[src/rtl/mult_pkg.sv]
// Shared definitions for the sequential shift-add multiplier: controller states
// and the step-counter sizing helper.
package mult_pkg;

  typedef enum logic [1:0] {
    ST_IDLE = 2'd0,
    ST_RUN  = 2'd1,
    ST_DONE = 2'd2
  } state_e;

  // Counter must reach WIDTH-1, which always fits in $clog2(WIDTH) bits for WIDTH >= 2
  function automatic int step_width(input int width);
    return $clog2(width);
  endfunction

endpackage

[src/rtl/seq_shift_add_multiplier_if.sv]
// Start/done handshake and operand/result bus of the shift-add multiplier.
interface seq_shift_add_multiplier_if #(
  parameter int WIDTH = 32
);

  logic                 iStart;
  logic                 iSigned;
  logic [WIDTH-1:0]     iData_A;
  logic [WIDTH-1:0]     iData_B;
  logic                 oBusy;
  logic                 oDone;
  logic [2*WIDTH-1:0]   oProd;

  modport master (
    output iStart, iSigned, iData_A, iData_B,
    input  oBusy, oDone, oProd
  );

  modport slave (
    input  iStart, iSigned, iData_A, iData_B,
    output oBusy, oDone, oProd
  );

endinterface

[src/rtl/mult_datapath.sv]
// Shift-add datapath: magnitude capture, shifting multiplicand/multiplier,
// accumulator and final sign correction of the product.
module mult_datapath #(
  parameter int WIDTH = 32
) (
  input  logic               Clock,
  input  logic               Reset,
  input  logic               load_s,
  input  logic               run_s,
  input  logic               signed_s,
  input  logic [WIDTH-1:0]   a_s,
  input  logic [WIDTH-1:0]   b_s,
  output logic               b_rest_zero_s,
  output logic [2*WIDTH-1:0] prod_next_s
);

  localparam int PW = 2 * WIDTH;

  logic [PW-1:0]    a_r;
  logic [PW-1:0]    acc_r;
  logic [WIDTH-1:0] b_r;
  logic             neg_r;
  logic [PW-1:0]    addend_s;
  logic [PW-1:0]    acc_next_s;

  // Unsigned magnitude; the most negative value maps to 2^(WIDTH-1) without overflow
  function automatic logic [WIDTH-1:0] magnitude(input logic [WIDTH-1:0] x, input logic sgn);
    if (sgn && x[WIDTH-1]) begin
      return WIDTH'(0) - x;
    end else begin
      return x;
    end
  endfunction

  // Partial-product add and sign-corrected result for the exit edge
  always_comb begin
    addend_s = '0;
    if (b_r[0]) begin
      addend_s = a_r;
    end else begin
      addend_s = '0;
    end
    acc_next_s    = acc_r + addend_s;
    b_rest_zero_s = (b_r[WIDTH-1:1] == '0);
    if (neg_r) begin
      prod_next_s = PW'(0) - acc_next_s;
    end else begin
      prod_next_s = acc_next_s;
    end
  end

  // Operand/accumulator registers
  always_ff @(posedge Clock) begin
    if (!Reset) begin
      a_r   <= '0;
      b_r   <= '0;
      acc_r <= '0;
      neg_r <= 1'b0;
    end else if (load_s) begin
      a_r   <= {{WIDTH{1'b0}}, magnitude(a_s, signed_s)};
      b_r   <= magnitude(b_s, signed_s);
      acc_r <= '0;
      neg_r <= signed_s & (a_s[WIDTH-1] ^ b_s[WIDTH-1]);
    end else if (run_s) begin
      a_r   <= a_r << 1;
      b_r   <= b_r >> 1;
      acc_r <= acc_next_s;
    end
  end

endmodule

[src/rtl/seq_shift_add_multiplier.sv]
// Multi-cycle shift-add multiplier: controller FSM, step counter and registered
// handshake/result outputs around mult_datapath.
module seq_shift_add_multiplier
  import mult_pkg::*;
#(
  parameter int WIDTH      = 32,
  parameter bit EARLY_EXIT = 1'b1
) (
  input  logic                        Clock,
  input  logic                        Reset,
  seq_shift_add_multiplier_if.slave   bus
);

  localparam int SW = step_width(WIDTH);

  state_e             state_r;
  state_e             state_next_s;
  logic [SW-1:0]      step_r;
  logic               load_s;
  logic               run_s;
  logic               last_step_s;
  logic               exit_s;
  logic               b_rest_zero_s;
  logic [2*WIDTH-1:0] prod_next_s;
  logic               busy_r;
  logic               done_r;
  logic [2*WIDTH-1:0] prod_r;

  // State register
  always_ff @(posedge Clock) begin
    if (!Reset) begin
      state_r <= ST_IDLE;
    end else begin
      state_r <= state_next_s;
    end
  end

  // Next-state logic
  always_comb begin
    state_next_s = state_r;
    case (state_r)
      ST_IDLE: begin
        if (bus.iStart) state_next_s = ST_RUN;
        else            state_next_s = ST_IDLE;
      end
      ST_RUN: begin
        if (exit_s) state_next_s = ST_DONE;
        else        state_next_s = ST_RUN;
      end
      ST_DONE: state_next_s = ST_IDLE;
      default: state_next_s = ST_IDLE;
    endcase
  end

  // Datapath control strobes
  always_comb begin
    load_s = 1'b0;
    run_s  = 1'b0;
    case (state_r)
      ST_IDLE: load_s = bus.iStart;
      ST_RUN:  run_s  = 1'b1;
      ST_DONE: run_s  = 1'b0;
      default: run_s  = 1'b0;
    endcase
    last_step_s = (step_r == SW'(WIDTH - 1));
    exit_s      = run_s && (last_step_s || (EARLY_EXIT && b_rest_zero_s));
  end

  // Step counter
  always_ff @(posedge Clock) begin
    if (!Reset) begin
      step_r <= '0;
    end else if (load_s) begin
      step_r <= '0;
    end else if (run_s) begin
      step_r <= step_r + SW'(1);
    end
  end

  // Registered handshake and result
  always_ff @(posedge Clock) begin
    if (!Reset) begin
      busy_r <= 1'b0;
      done_r <= 1'b0;
      prod_r <= '0;
    end else begin
      busy_r <= (state_next_s != ST_IDLE);
      done_r <= exit_s;
      if (exit_s) prod_r <= prod_next_s;
    end
  end

  assign bus.oBusy = busy_r;
  assign bus.oDone = done_r;
  assign bus.oProd = prod_r;

  mult_datapath #(
    .WIDTH (WIDTH)
  ) u_datapath (
    .Clock         (Clock),
    .Reset         (Reset),
    .load_s        (load_s),
    .run_s         (run_s),
    .signed_s      (bus.iSigned),
    .a_s           (bus.iData_A),
    .b_s           (bus.iData_B),
    .b_rest_zero_s (b_rest_zero_s),
    .prod_next_s   (prod_next_s)
  );

endmodule
[src/flat_wrapper.sv]
// flat-port wrapper written by rule: the top's interface ports become plain ports
module seq_shift_add_multiplier_flat import mult_pkg::*;
#(
  parameter int WIDTH      = 32,
  parameter bit EARLY_EXIT = 1'b1
)
  (Clock, Reset, bus_iStart, bus_iSigned, bus_iData_A, bus_iData_B, bus_oBusy, bus_oDone, bus_oProd);
  seq_shift_add_multiplier_if #(.WIDTH(WIDTH)) bus_i ();
  input  logic Clock;
  input  logic Reset;
  input wire logic [$bits(bus_i.iStart)-1:0] bus_iStart;
  input wire logic [$bits(bus_i.iSigned)-1:0] bus_iSigned;
  input wire logic [$bits(bus_i.iData_A)-1:0] bus_iData_A;
  input wire logic [$bits(bus_i.iData_B)-1:0] bus_iData_B;
  output wire logic [$bits(bus_i.oBusy)-1:0] bus_oBusy;
  output wire logic [$bits(bus_i.oDone)-1:0] bus_oDone;
  output wire logic [$bits(bus_i.oProd)-1:0] bus_oProd;
  assign bus_i.iStart = bus_iStart;
  assign bus_i.iSigned = bus_iSigned;
  assign bus_i.iData_A = bus_iData_A;
  assign bus_i.iData_B = bus_iData_B;
  assign bus_oBusy = bus_i.oBusy;
  assign bus_oDone = bus_i.oDone;
  assign bus_oProd = bus_i.oProd;
  seq_shift_add_multiplier #(.WIDTH(WIDTH), .EARLY_EXIT(EARLY_EXIT)) u_core (.Clock(Clock), .Reset(Reset), .bus(bus_i));
endmodule
[config.mk]
export PLATFORM = sky130hd
export DESIGN_NAME = seq_shift_add_multiplier_flat
export DESIGN_NICKNAME = d
export VERILOG_FILES = /design/src/rtl/mult_pkg.sv /design/src/rtl/seq_shift_add_multiplier_if.sv /design/src/rtl/mult_datapath.sv /design/src/rtl/seq_shift_add_multiplier.sv /design/src/flat_wrapper.sv
export SDC_FILE = /design/constraint.sdc
export NUM_CORES = 1
export LEC_CHECK = 0
export ABC_AREA = 1
export CAP_MARGIN = 25
export CORE_ASPECT_RATIO = 1.1
export CORE_MARGIN = 5
export CORE_UTILIZATION = 35
export CTS_BUF_LIST = sky130_fd_sc_hd__clkbuf_8
export DETAILED_ROUTE_END_ITERATION = 12
export GPL_TIMING_DRIVEN = 0
export HOLD_SLACK_MARGIN = 0.05
export PLACE_DENSITY_LB_ADDON = 0.08
export SETUP_SLACK_MARGIN = 0.5
export SKIP_LAST_GASP = 1
export SYNTH_ARGS = -nofsm -noshare
export SYNTH_HDL_FRONTEND = slang
export SYNTH_SLANG_ARGS = --single-unit
[constraint.sdc]
create_clock -name Clock -period 4.8 [get_ports Clock]
set_clock_uncertainty 0.1 [all_clocks]
set_input_delay 0.96 -clock Clock [delete_from_list [all_inputs] [get_ports Clock]]
set_output_delay 0.96 -clock Clock [all_outputs]
set_load 0.005 [all_outputs]
==> results.sh, run 1 <==
export IMPL_run_status="finished, final reports clean"
export IMPL_drt_pass1_iterations=5
export IMPL_cts_max_path_buffers=3
export IMPL_crit_buf_inv=5
export IMPL_yosysTopAreaCellShare=0.250
export IMPL_setup_tns_ns=0
export IMPL_multi_input_area_um2=11900
export IMPL_powerDensity_nw_per_um2=265
export IMPL_ys_ff_latch=233
export IMPL_worstHoldStart="u_core.bus.oProd[55]"
export IMPL_cts_inserted_buffers=46
export IMPL_core_um2=52600
export IMPL_antenna_left=0
export IMPL_start_util=0.355
export IMPL_syn_inst=3236
export IMPL_clk_latency_ns=0.64
export IMPL_fp_row_count=88
export IMPL_yosysTopAreaCell="dfxtp_1"
export IMPL_critPathKind="reg2reg"
export IMPL_crit_fanout=10
export IMPL_seqCellArea_um2=4670
export IMPL_final_util=0.422
export IMPL_min_period_over_period=0.848
export IMPL_worst_pin_slew_ns=1.04
export IMPL_clock_root_buffer="clkbuf_8"
export IMPL_routed_wl_um=76900
export IMPL_worstPathRequired_ns=5.22
export IMPL_layout_cells_non_filler=4133
export IMPL_route_detailed_drc=0
export IMPL_ys_types=49
export IMPL_dieWidth_um=230
export IMPL_crit_family="simple AND/OR/NAND/NOR gates"
export IMPL_clk_pin_slew_ns=0.06
export IMPL_htreeDepth=2
export IMPL_syn_mean_instance_area_um2=5.77
export IMPL_crit_start="u_core.u_datapath.b_r[0]"
export IMPL_maxCapViolCount=0
export IMPL_antenna_found_initial=1
export IMPL_clock_sinks=233
export IMPL_dp_hpwl_um=64800
export IMPL_layout_drive_gt1_share=0.0685
export IMPL_num_antenna_cells=0
export IMPL_synth_net_count=3373
export IMPL_fp_dieH_um=252
export IMPL_max_slew_margin=0.305
export IMPL_cpMostUsedCell="nand2_1"
export IMPL_portBuffers=132
export IMPL_cp_end_kind="flip-flop"
export IMPL_syn_to_final_growth_pct=19.0
export IMPL_synth_edf_count=0
export IMPL_grt_pass1_vias=20100
export IMPL_syn_area_um2=18700
export IMPL_worst_path_max_delay_cell="fa_2"
export IMPL_fill_cells=5920
export IMPL_crit_arrival_ns=4.49
export IMPL_vdd_drop_max_mv=0.175
export IMPL_mostFrequentLayoutCells="nand2_1, inv_1, nor2_1"
export IMPL_die_area_um2=58000
export IMPL_ys_top_cells_by_area="dfxtp_1, nand2_1, inv_1"
export IMPL_synthArstFlopShare=0
export IMPL_routabilityCongestion=0.961
export IMPL_grt_usage=0.256
export IMPL_yosysWarnings=0
export IMPL_hold_viol_final=0
export IMPL_hold_ws_ns=0.370
export IMPL_wire_per_inst_um=18.6
export IMPL_overflow=0
export IMPL_grt_start_max_net_pins=14
export IMPL_nets=3559
export IMPL_drtIter0Drc=1391
export IMPL_ctsHoldBuffers=0
export IMPL_critPathMaxStageDelay_ns=0.40
export IMPL_cp_start_kind="flip-flop"
export IMPL_r2r_start="u_core.u_datapath.b_r[0]"
export IMPL_vias_per_cell=4.97
export IMPL_worstHoldPathType="reg2reg"
export IMPL_grt_pass1_wl_um=116000
export IMPL_setup_viol=0
export IMPL_fmax_mhz=246
export IMPL_layout_commonest_cell="nand2_1"
export IMPL_ys_seq_area_frac=0.250
export IMPL_cts_tree="done"
export IMPL_ys_flop_type="dfxtp_1"
export IMPL_post_place_cells=4046
export IMPL_leakagePower_nw=11.2
export IMPL_io_pins=134
export IMPL_vias=20600
export IMPL_min_period_ns=4.07
export IMPL_rsz0062_at_grt="true"
export IMPL_maxSlewViolCount=0
synth_stat cells (2+ instances only):
cell / n
nand2_1: 1137
a31oi_1: 6
clkbuf_1: 80
xnor2_2: 2
xor2_1: 65
o31ai_1: 9
inv_1: 492
xnor2_1: 23
o21ai_1: 8
nor2_4: 9
or2_2: 3
ha_1: 68
nor2_2: 14
a221oi_1: 4
buf_2: 5
nand2_2: 38
clkinv_1: 4
nand3_2: 11
nand3_1: 130
o21ai_2: 2
buf_1: 18
o221ai_1: 3
a21o_1: 4
nor3_1: 31
o21ai_0: 164
a21oi_1: 222
nand2_4: 2
dfxtp_1: 233
nor4_1: 13
o211ai_1: 63
a211oi_1: 2
nand3b_1: 19
nor2_1: 278
o21bai_1: 11
inv_2: 13
nand4_1: 31
nor3_2: 3
and2_1: 5
layer usage:
| layer | global-route usage | share of wire | vias to the layer above |
|---|---|---|---|
| met2 | 0.455 | 0.48 | 566 |
| met1 | 0.327 | 0.44 | 9318 |
| met4 | 0.0789 | 0.030 | 0 |
| met5 | 0 | 0 | - |
| met3 | 0.0304 | 0.052 | 110 |
| li1 | - | - | 10600 |
through the flow:
step	instance area (µm²)	setup WS, ns	power (mW)
floorplan	18700	1.23	2.99
global placement	20800	-0.349	3.48
detailed placement	20900	-0.362	3.50
CTS	22000	0.502	5.92
global route	22200	0.435	6.17
finish	22200	0.728	5.89
final timing paths:
check | slack (ns) | depth (start not counted) | endpoint
worst max-delay path | 0.73 | 26 | u_core.bus.oProd[49]
worst min-delay path | 0.37 | 2 | u_core.bus.oProd[55]
worst max register to register | 0.73 | 26 | u_core.bus.oProd[49]
worst min register to register | 0.37 | 2 | u_core.bus.oProd[55]
state kept, by name, summed over array words and instances (netlist names):
register                 cells
u_core.bus.oDone             1
u_core.u_datapath.a_r       64
u_core.u_datapath.acc_r     64
u_core.bus.oProd            64
u_core.u_datapath.b_r       32
u_core.step_r                5
u_core.bus.oBusy             1
u_core.u_datapath.neg_r      1
u_core.state_r               1
cell type report:
type / instances / share of cell area
inverter: 509 / 0.0860
tap: 675 / 0.0380
sequential: 233 / 0.210
buffer: 103 / 0.0189
clock inverter: 22 / 0.0111
multi-input combinational: 2391 / 0.535
clock buffer: 62 / 0.0384
timing repair buffer: 138 / 0.0623
worst register-to-register path: cells and delay by family (launching register included):
| family | cells | cell delay (ns) |
|---|---|---|
| simple gates | 17 | 2.07 |
| fa+ha+maj | 2 | 0.59 |
| buf+inv | 5 | 0.44 |
| compound gates | 2 | 0.40 |
| flops | 1 | 0.33 |
power by group:
part	internal [mW]	leakage, nW	switching, mW
Combinational	0.441	8.70	0.954
Sequential	2.03	1.89	0.0713
Clock	1.43	0.601	0.970
Total	3.90	11.2	2.00
cell families after synthesis:
| group | count (synthesis) | synth area share |
|---|---|---|
| adder cells (fa/ha/maj) | 69 | 0.0467 |
| buffers and inverters | 612 | 0.123 |
| AND/OR/NAND/NOR | 1728 | 0.386 |
| XOR/XNOR | 90 | 0.0430 |
| flip-flops | 233 | 0.250 |
| AO/OA/AOI/OAI | 504 | 0.151 |
what timing repair did:
action | 4_1_cts | 5_1_grt
cloned | 0 | 1
setup endpoints to repair | 52 | 32
resized for setup | 18 | 52
pin swaps | 1 | 4
buffers inserted | 0 | 2
Note: power is estimated with default switching activity, not from simulation.
==> run 2: changes to the inputs <==
- clock period: 4.8 -> 3.8 ns (I/O delays scaled with it)
==> run 2 against run 1 <==
Critical endpoint is now u_core.bus.oProd[58]. Flip-flop and latch count unchanged. Largest cell class unchanged. Final cell count increased by 2.3%. First-iteration DRC count grew 6.2%. Maximum frequency rose by 8.8%. Setup slack got worse by 0.67 ns. Register-to-register slack got worse by 0.67 ns. Combinational power rose by 64%.
==> results.sh, run 2 (synthesis results as in run 1) <==
export IMPL_run_status="finished, final reports clean"
export IMPL_clock_root_buffer="clkbuf_8"
export IMPL_crit_fanout=5
export IMPL_setup_viol=0
export IMPL_clk_latency_ns=0.62
export IMPL_drtIter0Drc=1477
export IMPL_mostFrequentLayoutCells="nand2_1, inv_1, dfxtp_1"
export IMPL_syn_to_final_growth_pct=32.6
export IMPL_min_period_over_period=0.985
export IMPL_route_detailed_drc=0
export IMPL_start_util=0.355
export IMPL_cp_end_kind="flip-flop"
export IMPL_worst_path_max_delay_cell="fa_2"
export IMPL_portBuffers=132
export IMPL_die_area_um2=58000
export IMPL_grt_pass1_wl_um=119000
export IMPL_core_um2=52600
export IMPL_cts_tree="done"
export IMPL_dieWidth_um=230
export IMPL_antenna_left=0
export IMPL_critPathMaxStageDelay_ns=0.49
export IMPL_ctsHoldBuffers=0
export IMPL_grt_start_max_net_pins=14
export IMPL_seqCellArea_um2=4670
export IMPL_hold_viol_final=0
export IMPL_use_met3=0.0285
export IMPL_min_period_ns=3.74
export IMPL_grt_usage=0.262
export IMPL_fp_dieH_um=252
export IMPL_pre_cts_slack_ns=-0.798
export IMPL_drt_pass1_iterations=6
export IMPL_fill_cells=5603
export IMPL_clk_pin_slew_ns=0.05
export IMPL_maxCapViolCount=0
export IMPL_multi_input_area_um2=13700
export IMPL_crit_buf_inv=7
export IMPL_wire_per_inst_um=18.8
export IMPL_routed_wl_um=79300
export IMPL_fp_row_count=88
export IMPL_nets=3655
export IMPL_routabilityCongestion=0.966
export IMPL_rsz0062_at_grt="true"
export IMPL_worst_pin_slew_ns=1.18
export IMPL_dp_hpwl_um=64300
export IMPL_layout_cells_non_filler=4228
export IMPL_leakagePower_nw=11.9
export IMPL_grtUsageMet2=0.453
export IMPL_cp_start_kind="flip-flop"
export IMPL_use_met1=0.334
export IMPL_layout_drive_gt1_share=0.181
export IMPL_grt_busiest_layer="met2"
export IMPL_vias=21300
export IMPL_maxSlewViolCount=0
export IMPL_layout_setup_ws_ns=0.0559
export IMPL_max_slew_margin=0.214
export IMPL_fmax_mhz=267
export IMPL_vdd_drop_max_mv=0.248
export IMPL_worstPathRequired_ns=4.20
export IMPL_hold_ws_ns=0.369
export IMPL_worstHoldPathType="reg2reg"
export IMPL_powerDensity_nw_per_um2=304
export IMPL_htreeDepth=2
export IMPL_grt_pass1_vias=20500
export IMPL_clock_sinks=233
export IMPL_vias_per_cell=5.03
export IMPL_antenna_found_initial=1
export IMPL_overflow=0
export IMPL_layout_commonest_cell="nand2_1"
export IMPL_cts_inserted_buffers=46
export IMPL_crit_arrival_ns=4.15
export IMPL_finalPower_mw=7.52
export IMPL_critPathKind="reg2reg"
export IMPL_post_place_cells=4045
export IMPL_crit_family="simple AND/OR/NAND/NOR gates"
export IMPL_cts_max_path_buffers=3
export IMPL_io_pins=134
## run 2: changes by cell type in the layout (fill, tap and decap cells not counted), moves of 39 or more
| cell | previous run | this run |
|---|---|---|
| nand2_1 | 1127 | 1021 |
| buf_4 | 3 | 70 |
| nor2_2 | 21 | 61 |
| nand2_2 | 47 | 128 |
| ha_1 | 57 | 12 |
| ha_4 | 0 | 39 |
| nor2_1 | 268 | 197 |
## run 2: worst paths after layout
kind	start	endpoint	slack, ns	depth (start not counted)
worst max-delay path	u_core.u_datapath.b_r[0]	u_core.bus.oProd[58]	0.06	26
worst min-delay path	u_core.u_datapath.a_r[63]	u_core.u_datapath.a_r[63]	0.37	2
worst max register to register	u_core.u_datapath.b_r[0]	u_core.bus.oProd[58]	0.06	26
worst min register to register	u_core.u_datapath.a_r[63]	u_core.u_datapath.a_r[63]	0.37	2
## run 2: final cells by class
type,instances,area share
diodes,2,0.000202
plain buffers,103,0.0187
clock buffers,52,0.0289
clock inverters,29,0.00824
inverters,509,0.0775
multi-input cells,2391,0.554
flip-flops and latches,233,0.189
well taps,675,0.0341
repair buffers,234,0.0896
## run 2: through the flow
| stage | util | TNS (ns) | cell area (µm²) |
|---|---|---|---|
| after CTS | 0.453 | 0 | 23800 |
| after global placement | 0.396 | -22.29 | 20800 |
| after global routing | 0.470 | -1.96 | 24700 |
| after detailed placement | 0.397 | -24.35 | 20900 |
| after floorplan | - | 0 | 18700 |
| final | 0.470 | 0 | 24700 |
## run 2: routing by layer
layer | up-vias | wire length (µm)
li1 | 10700 | -
met3 | 145 | 3600
met1 | 9757 | 34700
met4 | 0 | 3800
met2 | 619 | 37200
met5 | - | 0
## run 2: timing repair
action | CTS | global route
setup endpoints to repair | 100 | 97
cloned | 2 | 0
buffers inserted | 66 | 32
resized for setup | 393 | 165
pin swaps | 63 | 51
## run 2: worst reg2reg max path, stage by stage (launching register included)
cell	delay, ns
dfxtp_4	0.35
clkbuf_16	0.16
clkbuf_16	0.17
nand2_4	0.08
inv_4	0.04
ha_4	0.15
fa_2	0.49
inv_2	0.11
ha_4	0.12
inv_2	0.03
nor2_1	0.08
nand3_1	0.12
nor2_1	0.13
nand2_1	0.10
nor2_2	0.17
nand2_2	0.10
nor2_4	0.16
nand3_4	0.10
nor2_4	0.13
inv_2	0.06
nand2_4	0.09
nand2_8	0.07
nor2_4	0.20
buf_4	0.16
nand3_2	0.06
nand2_2	0.09
a21oi_2	0.05
## run 2: power by group
| group | switching [mW] | internal [mW] | leakage, nW |
|---|---|---|---|
| clock | 1.17 | 1.40 | 0.527 |
| combinational | 1.39 | 0.890 | 9.46 |
| sequential | 0.105 | 2.56 | 1.89 |
